### src/rtl/uart_rx.sv
// 8N1 UART receiver: 2-flop input synchronizer, 16x oversampling FSM and a first-word-fall-through receive FIFO.
// Define UART_RX_PARITY_EN to add an even-parity bit between the data and stop bits, plus the parity_err_o output.
module uart_rx #(
  parameter int ClockFrequency = 50_000_000,
  parameter int BaudRate       = 115_200,
  parameter int FifoDepth      = 4
) (
  input  logic                           clk_sys_i,
  input  logic                           rst_sys_ni,
  input  logic                           uart_rx_i,
  output logic [7:0]                     rx_data_o,
  output logic                           rx_valid_o,
  input  logic                           rx_ready_i,
  output logic                           frame_err_o,
  output logic                           overrun_o,
`ifdef UART_RX_PARITY_EN
  output logic                           parity_err_o,
`endif
  output logic                           busy_o,
  output logic [$clog2(FifoDepth+1)-1:0] fifo_level_o
);

  localparam int DivRaw  = ClockFrequency / (BaudRate * 16);
  localparam int Divider = (DivRaw < 1) ? 1 : DivRaw;
  localparam int DivW    = (Divider > 1) ? $clog2(Divider) : 1;
  localparam int PtrW    = $clog2(FifoDepth);
  localparam int LvlW    = $clog2(FifoDepth + 1);

  typedef enum logic [2:0] {
    S_IDLE,
    S_START,
    S_DATA,
`ifdef UART_RX_PARITY_EN
    S_PARITY,
`endif
    S_STOP
  } state_e;

  state_e state_q, state_d;

  // Synchronizer and edge detector idle high so reset never looks like a start bit.
  logic sync_q, rx_s, rx_prev_q;
  always_ff @(posedge clk_sys_i or negedge rst_sys_ni) begin
    if (!rst_sys_ni) begin
      sync_q    <= 1'b1;
      rx_s      <= 1'b1;
      rx_prev_q <= 1'b1;
    end else begin
      // NOTE: non-blocking assignments make each flop capture the previous stage's old value.
      sync_q    <= uart_rx_i;
      rx_s      <= sync_q;
      rx_prev_q <= rx_s;
    end
  end

  logic fall;
  assign fall = rx_prev_q & ~rx_s;

  // Oversampling tick; held at zero in IDLE so every frame starts phase-aligned.
  logic [DivW-1:0] div_cnt_q;
  logic            tick;
  assign tick = (div_cnt_q == DivW'(Divider - 1));

  always_ff @(posedge clk_sys_i or negedge rst_sys_ni) begin
    if (!rst_sys_ni)                     div_cnt_q <= '0;
    else if (state_q == S_IDLE || tick)  div_cnt_q <= '0;
    else                                 div_cnt_q <= div_cnt_q + 1'b1;
  end

  logic [3:0] tick_cnt_q, tick_cnt_d;
  logic [2:0] bit_idx_q, bit_idx_d;
  logic [7:0] shift_q, shift_d;
  logic       frame_err_d, overrun_d, push, pop, full, bit_done;
`ifdef UART_RX_PARITY_EN
  logic       parity_bad_q, parity_bad_d, parity_err_d;
`endif

  assign bit_done = tick && (tick_cnt_q == ((state_q == S_START) ? 4'd7 : 4'd15));

  always_comb begin
    // NOTE: every output of this block gets a default first so no latch is inferred.
    state_d     = state_q;
    tick_cnt_d  = tick_cnt_q;
    bit_idx_d   = bit_idx_q;
    shift_d     = shift_q;
    frame_err_d = 1'b0;
    overrun_d   = 1'b0;
    push        = 1'b0;
`ifdef UART_RX_PARITY_EN
    parity_bad_d = parity_bad_q;
    parity_err_d = 1'b0;
`endif
    if (state_q == S_IDLE)  tick_cnt_d = '0;
    else if (tick)          tick_cnt_d = bit_done ? 4'd0 : tick_cnt_q + 4'd1;

    case (state_q)
      S_IDLE: if (fall) state_d = S_START;
      S_START: if (bit_done) begin
        bit_idx_d = '0;
        state_d   = rx_s ? S_IDLE : S_DATA;
      end
      S_DATA: if (bit_done) begin
        shift_d   = {rx_s, shift_q[7:1]};
        bit_idx_d = bit_idx_q + 3'd1;
`ifdef UART_RX_PARITY_EN
        if (bit_idx_q == 3'd7) state_d = S_PARITY;
`else
        if (bit_idx_q == 3'd7) state_d = S_STOP;
`endif
      end
`ifdef UART_RX_PARITY_EN
      S_PARITY: if (bit_done) begin
        parity_bad_d = rx_s ^ (^shift_q);
        state_d      = S_STOP;
      end
`endif
      S_STOP: if (bit_done) begin
        state_d = S_IDLE;
        if (!rx_s)                frame_err_d  = 1'b1;
`ifdef UART_RX_PARITY_EN
        else if (parity_bad_q)    parity_err_d = 1'b1;
`endif
        else if (full && !pop)    overrun_d    = 1'b1;
        else                      push         = 1'b1;
      end
      default: state_d = S_IDLE;
    endcase
  end

  always_ff @(posedge clk_sys_i or negedge rst_sys_ni) begin
    if (!rst_sys_ni) begin
      state_q     <= S_IDLE;
      tick_cnt_q  <= '0;
      bit_idx_q   <= '0;
      shift_q     <= '0;
      frame_err_o <= 1'b0;
      overrun_o   <= 1'b0;
`ifdef UART_RX_PARITY_EN
      parity_bad_q <= 1'b0;
      parity_err_o <= 1'b0;
`endif
    end else begin
      state_q     <= state_d;
      tick_cnt_q  <= tick_cnt_d;
      bit_idx_q   <= bit_idx_d;
      shift_q     <= shift_d;
      frame_err_o <= frame_err_d;
      overrun_o   <= overrun_d;
`ifdef UART_RX_PARITY_EN
      parity_bad_q <= parity_bad_d;
      parity_err_o <= parity_err_d;
`endif
    end
  end

  assign busy_o = (state_q != S_IDLE);

  // Receive FIFO: pointers wrap naturally because FifoDepth is a power of two.
  logic [7:0]      mem_q [FifoDepth];
  logic [PtrW-1:0] wr_ptr_q, rd_ptr_q;
  logic [LvlW-1:0] count_q;

  assign rx_valid_o   = (count_q != '0);
  assign full         = (count_q == LvlW'(FifoDepth));
  assign pop          = rx_valid_o & rx_ready_i;
  assign fifo_level_o = count_q;
  assign rx_data_o    = rx_valid_o ? mem_q[rd_ptr_q] : 8'h00;

  // NOTE: storage has no reset; occupancy is tracked by count_q and the output is gated by rx_valid_o.
  always_ff @(posedge clk_sys_i) begin
    if (push) mem_q[wr_ptr_q] <= shift_q;
  end

  always_ff @(posedge clk_sys_i or negedge rst_sys_ni) begin
    if (!rst_sys_ni) begin
      wr_ptr_q <= '0;
      rd_ptr_q <= '0;
      count_q  <= '0;
    end else begin
      if (push) wr_ptr_q <= wr_ptr_q + 1'b1;
      if (pop)  rd_ptr_q <= rd_ptr_q + 1'b1;
      case ({push, pop})
        2'b10:   count_q <= count_q + LvlW'(1);
        2'b01:   count_q <= count_q - LvlW'(1);
        default: count_q <= count_q;
      endcase
    end
  end

endmodule

### config.mk
export PLATFORM = sky130hd
export DESIGN_NAME = uart_rx
export DESIGN_NICKNAME = d
export VERILOG_FILES = /design/src/rtl/uart_rx.sv
export SDC_FILE = /design/constraint.sdc
export NUM_CORES = 1
export LEC_CHECK = 0
export ABC_AREA = 0
export CORE_MARGIN = 5
export CORE_UTILIZATION = 58
export CTS_CLUSTER_DIAMETER = 100
export CTS_CLUSTER_SIZE = 8
export DETAILED_ROUTE_END_ITERATION = 7
export PLACE_DENSITY = 0.85
export SKIP_LAST_GASP = 1
export SYNTH_ARGS = -nofsm -noshare
export SYNTH_HDL_FRONTEND = slang
export SYNTH_SLANG_ARGS = --single-unit
### constraint.sdc
create_clock -name clk_sys_i -period 2.9 [get_ports clk_sys_i]
set_input_delay 0.725 -clock clk_sys_i [delete_from_list [all_inputs] [get_ports clk_sys_i]]
set_output_delay 0.725 -clock clk_sys_i [all_outputs]
set_load 0.01 [all_outputs]
==> qor.csv <==
metric;value;unit
status;finished clean;
drcViolationCount;0;
dieWidth;80.5;um
hold_violations;0;
crit_arrival;2.05;ns
r2r_setup_slack;0.65;ns
end_kind;output port;
slew_viol_final;0;
grt_max_degree;35;
postCtsResizedCells;0;
drt_iter0_drc;59;
synth_most_common_cell;edfxtp_1;
cts-buffers-inserted;9;
yosys-top-cells-area;edfxtp_1 (33%), dfrtp_1 (27%), mux4_2 (6.3%);
setup_tns;0;ns
drive_gt1_share;19.9;%
cap_violations;0;
clockBufferDepth;2;
startpoint;rd_ptr_q[0];
htreeDepth;3;
power.density;716;nW/um^2
ys_types;41;
dieArea;6480;um^2
dp.cells;272;
ir_drop;0.515;mV
fin_util;70.1;%
worst_slew_pin_slew;0.520;ns
num-nets-final;231;
drt.antenna.violating_nets;0;
p_leak;0.00144;uW
antenna_found_initial;0;
synthArstFlopShare;51.5;%
totalWireLength;4570;um
synth-edff-count;32;
ios;19;
wl_per_cell;15.9;um
yosysSeqAreaShare;63.0;%
vias;1599;
synth_top_area_share;33.3;%
avgSynthCellArea;15.2;um^2
synth.ff_latch_count;66;
worstPathRequired;2.17;ns
critPathKind;reg2out;
ys_top_cells_by_count;edfxtp_1 (32), dfrtp_1 (31), and2_1 (13);
slew_headroom;64.9;%
ys.warnings.count;0;
hp-class;reg2reg;
ys.flop_type;edfxtp_1;
num_rows;25;
fin_skew;0.0112;ns
finalCritPeriodShare;95.7;%
cts_tree;yes;
crit_path_start_kind;register;
n_antenna_cell;0;
fp.dieH;80.5;um
gp_congestion;0.724;
core;4790;um^2
ctsHoldBuffers;0;
critPathMaxFanout;10;
syn_area;2880;um^2
synth_cells;190;
overflow;0;
io_buffers;18;
grtUsageTotal;16.5;%
max_freq;360;MHz
rsz0062_at_grt;no;
syn_nets;205;
grt_pass1_vias;1598;
dr.pass1.iters;5;
area_growth_syn_to_layout;16.5;%
setup_violations;0;
postCtsSetupBuffers;0;
clkTransAtPathRegs;0.07;ns
start_util;60.2;%
viasPerCell;5.55;
reg2reg_from;tick_cnt_q[0];
post-route-min-period;2.78;ns
root_buffer;clkbuf_8;
numClockSinks;66;
clk_latency;0.33;ns
holdCritStartpoint;sync_q;
final_cells;288;
dp_hpwl;2990;um
netlist.top_cell.by_area;edfxtp_1;
fillers;313;
grt_first_pass_wirelength;7870;um
[metrics by stage]
stage                     power (uW)  hold WS, ns  cell area, um^2  worst slack [ns]
after detailed placement        1590        0.349             3140             0.113
after floorplan                 1440        0.345             2880             0.479
after global placement          1580        0.347             3140             0.149
final                           2400        0.357             3360             0.124
after global routing            2530        0.362             3360            0.0266
after CTS                       2420        0.359             3360            0.0978
[layout by cell type, fill, tap and decap left out, types with 2 or more instances in the layout]
cell / instances
nand3b_1: 3
edfxtp_1: 32
or3_1: 3
and2_1: 13
nor4b_1: 3
clkdlybuf4s50_1: 18
mux2_2: 8
bufinv_16: 2
nor3_1: 2
nor2_1: 8
dfrtp_1: 31
clkbuf_8: 9
o21ai_0: 4
nand2_1: 7
inv_1: 9
buf_4: 5
xor2_1: 5
and4_1: 2
ha_1: 10
nand4b_1: 2
dfstp_2: 3
clkinvlp_4: 2
a21oi_1: 4
mux4_2: 8
a22o_1: 3
xnor2_1: 4
nand3_1: 3
[area by class of cell]
cell class / count / area (um^2) / share of cell area [%]
clock buffer: 9 / 124 / 3.69
clock inverter: 7 / 92.6 / 2.76
inverter: 9 / 33.8 / 1.01
multi-input combinational: 107 / 988 / 29.5
sequential: 66 / 1820 / 54.1
tap: 67 / 83.8 / 2.50
timing repair buffer: 23 / 218 / 6.49
[registers in the layout (all words and copies together), names as in the netlist, 2 cells and up]
name          cells
tick_cnt_q        4
shift_q           8
fifo_level_o      3
rd_ptr_q          2
bit_idx_q         3
mem_q            32
wr_ptr_q          2
state_q           2
div_cnt_q         5
[metal layers]
metal  wire (um)  global-route usage (%)  vias up
li1            -                       -      755
met2        2290                    27.2       34
met1        2040                    20.6      800
met3         168                    4.26       10
met5           0                       0        -
met4          72                    7.26        0
[worst max-delay path, cell delays in order (launching register included)]
cell,delay (ns)
dfrtp_1,0.32
buf_4,0.22
mux4_2,0.53
and2_1,0.17
clkdlybuf4s50_1,0.47
[power breakdown]
part / total [uW] / switching [uW] / internal (uW) / leakage (uW)
registers: 1160 / 104 / 1050 / 0.000815
clock network: 838 / 356 / 482 / 0.000103
logic: 409 / 191 / 218 / 0.000521
[logic make-up (layout without fill, tap and decap cells)]
| kind of cell | Yosys count | in the layout | synth area share [%] |
|---|---|---|---|
| and+or+nand+nor | 53 | 53 | 12.4 |
| xor gates and xnor gates | 9 | 9 | 2.74 |
| DFF | 66 | 66 | 63.0 |
| muxes | 18 | 18 | 10.3 |
| AOI/OAI and AO/OA | 16 | 16 | 3.86 |
| adders and majority gates | 11 | 11 | 5.04 |
| buffers and inverters | 17 | 48 | 2.69 |
[final timing paths]
| kind | cells past startpoint | endpoint |
|---|---|---|
| min | 0 | rx_s |
| min in group asynchronous | 2 | tick_cnt_q[1] |
| max | 4 | rx_data_o[7] |
| min reg2reg | 0 | rx_s |
| max reg2reg | 8 | fifo_level_o[1] |
| max in group asynchronous | 2 | rx_s |
No activity file was read; power rests on OpenSTA's default activity.
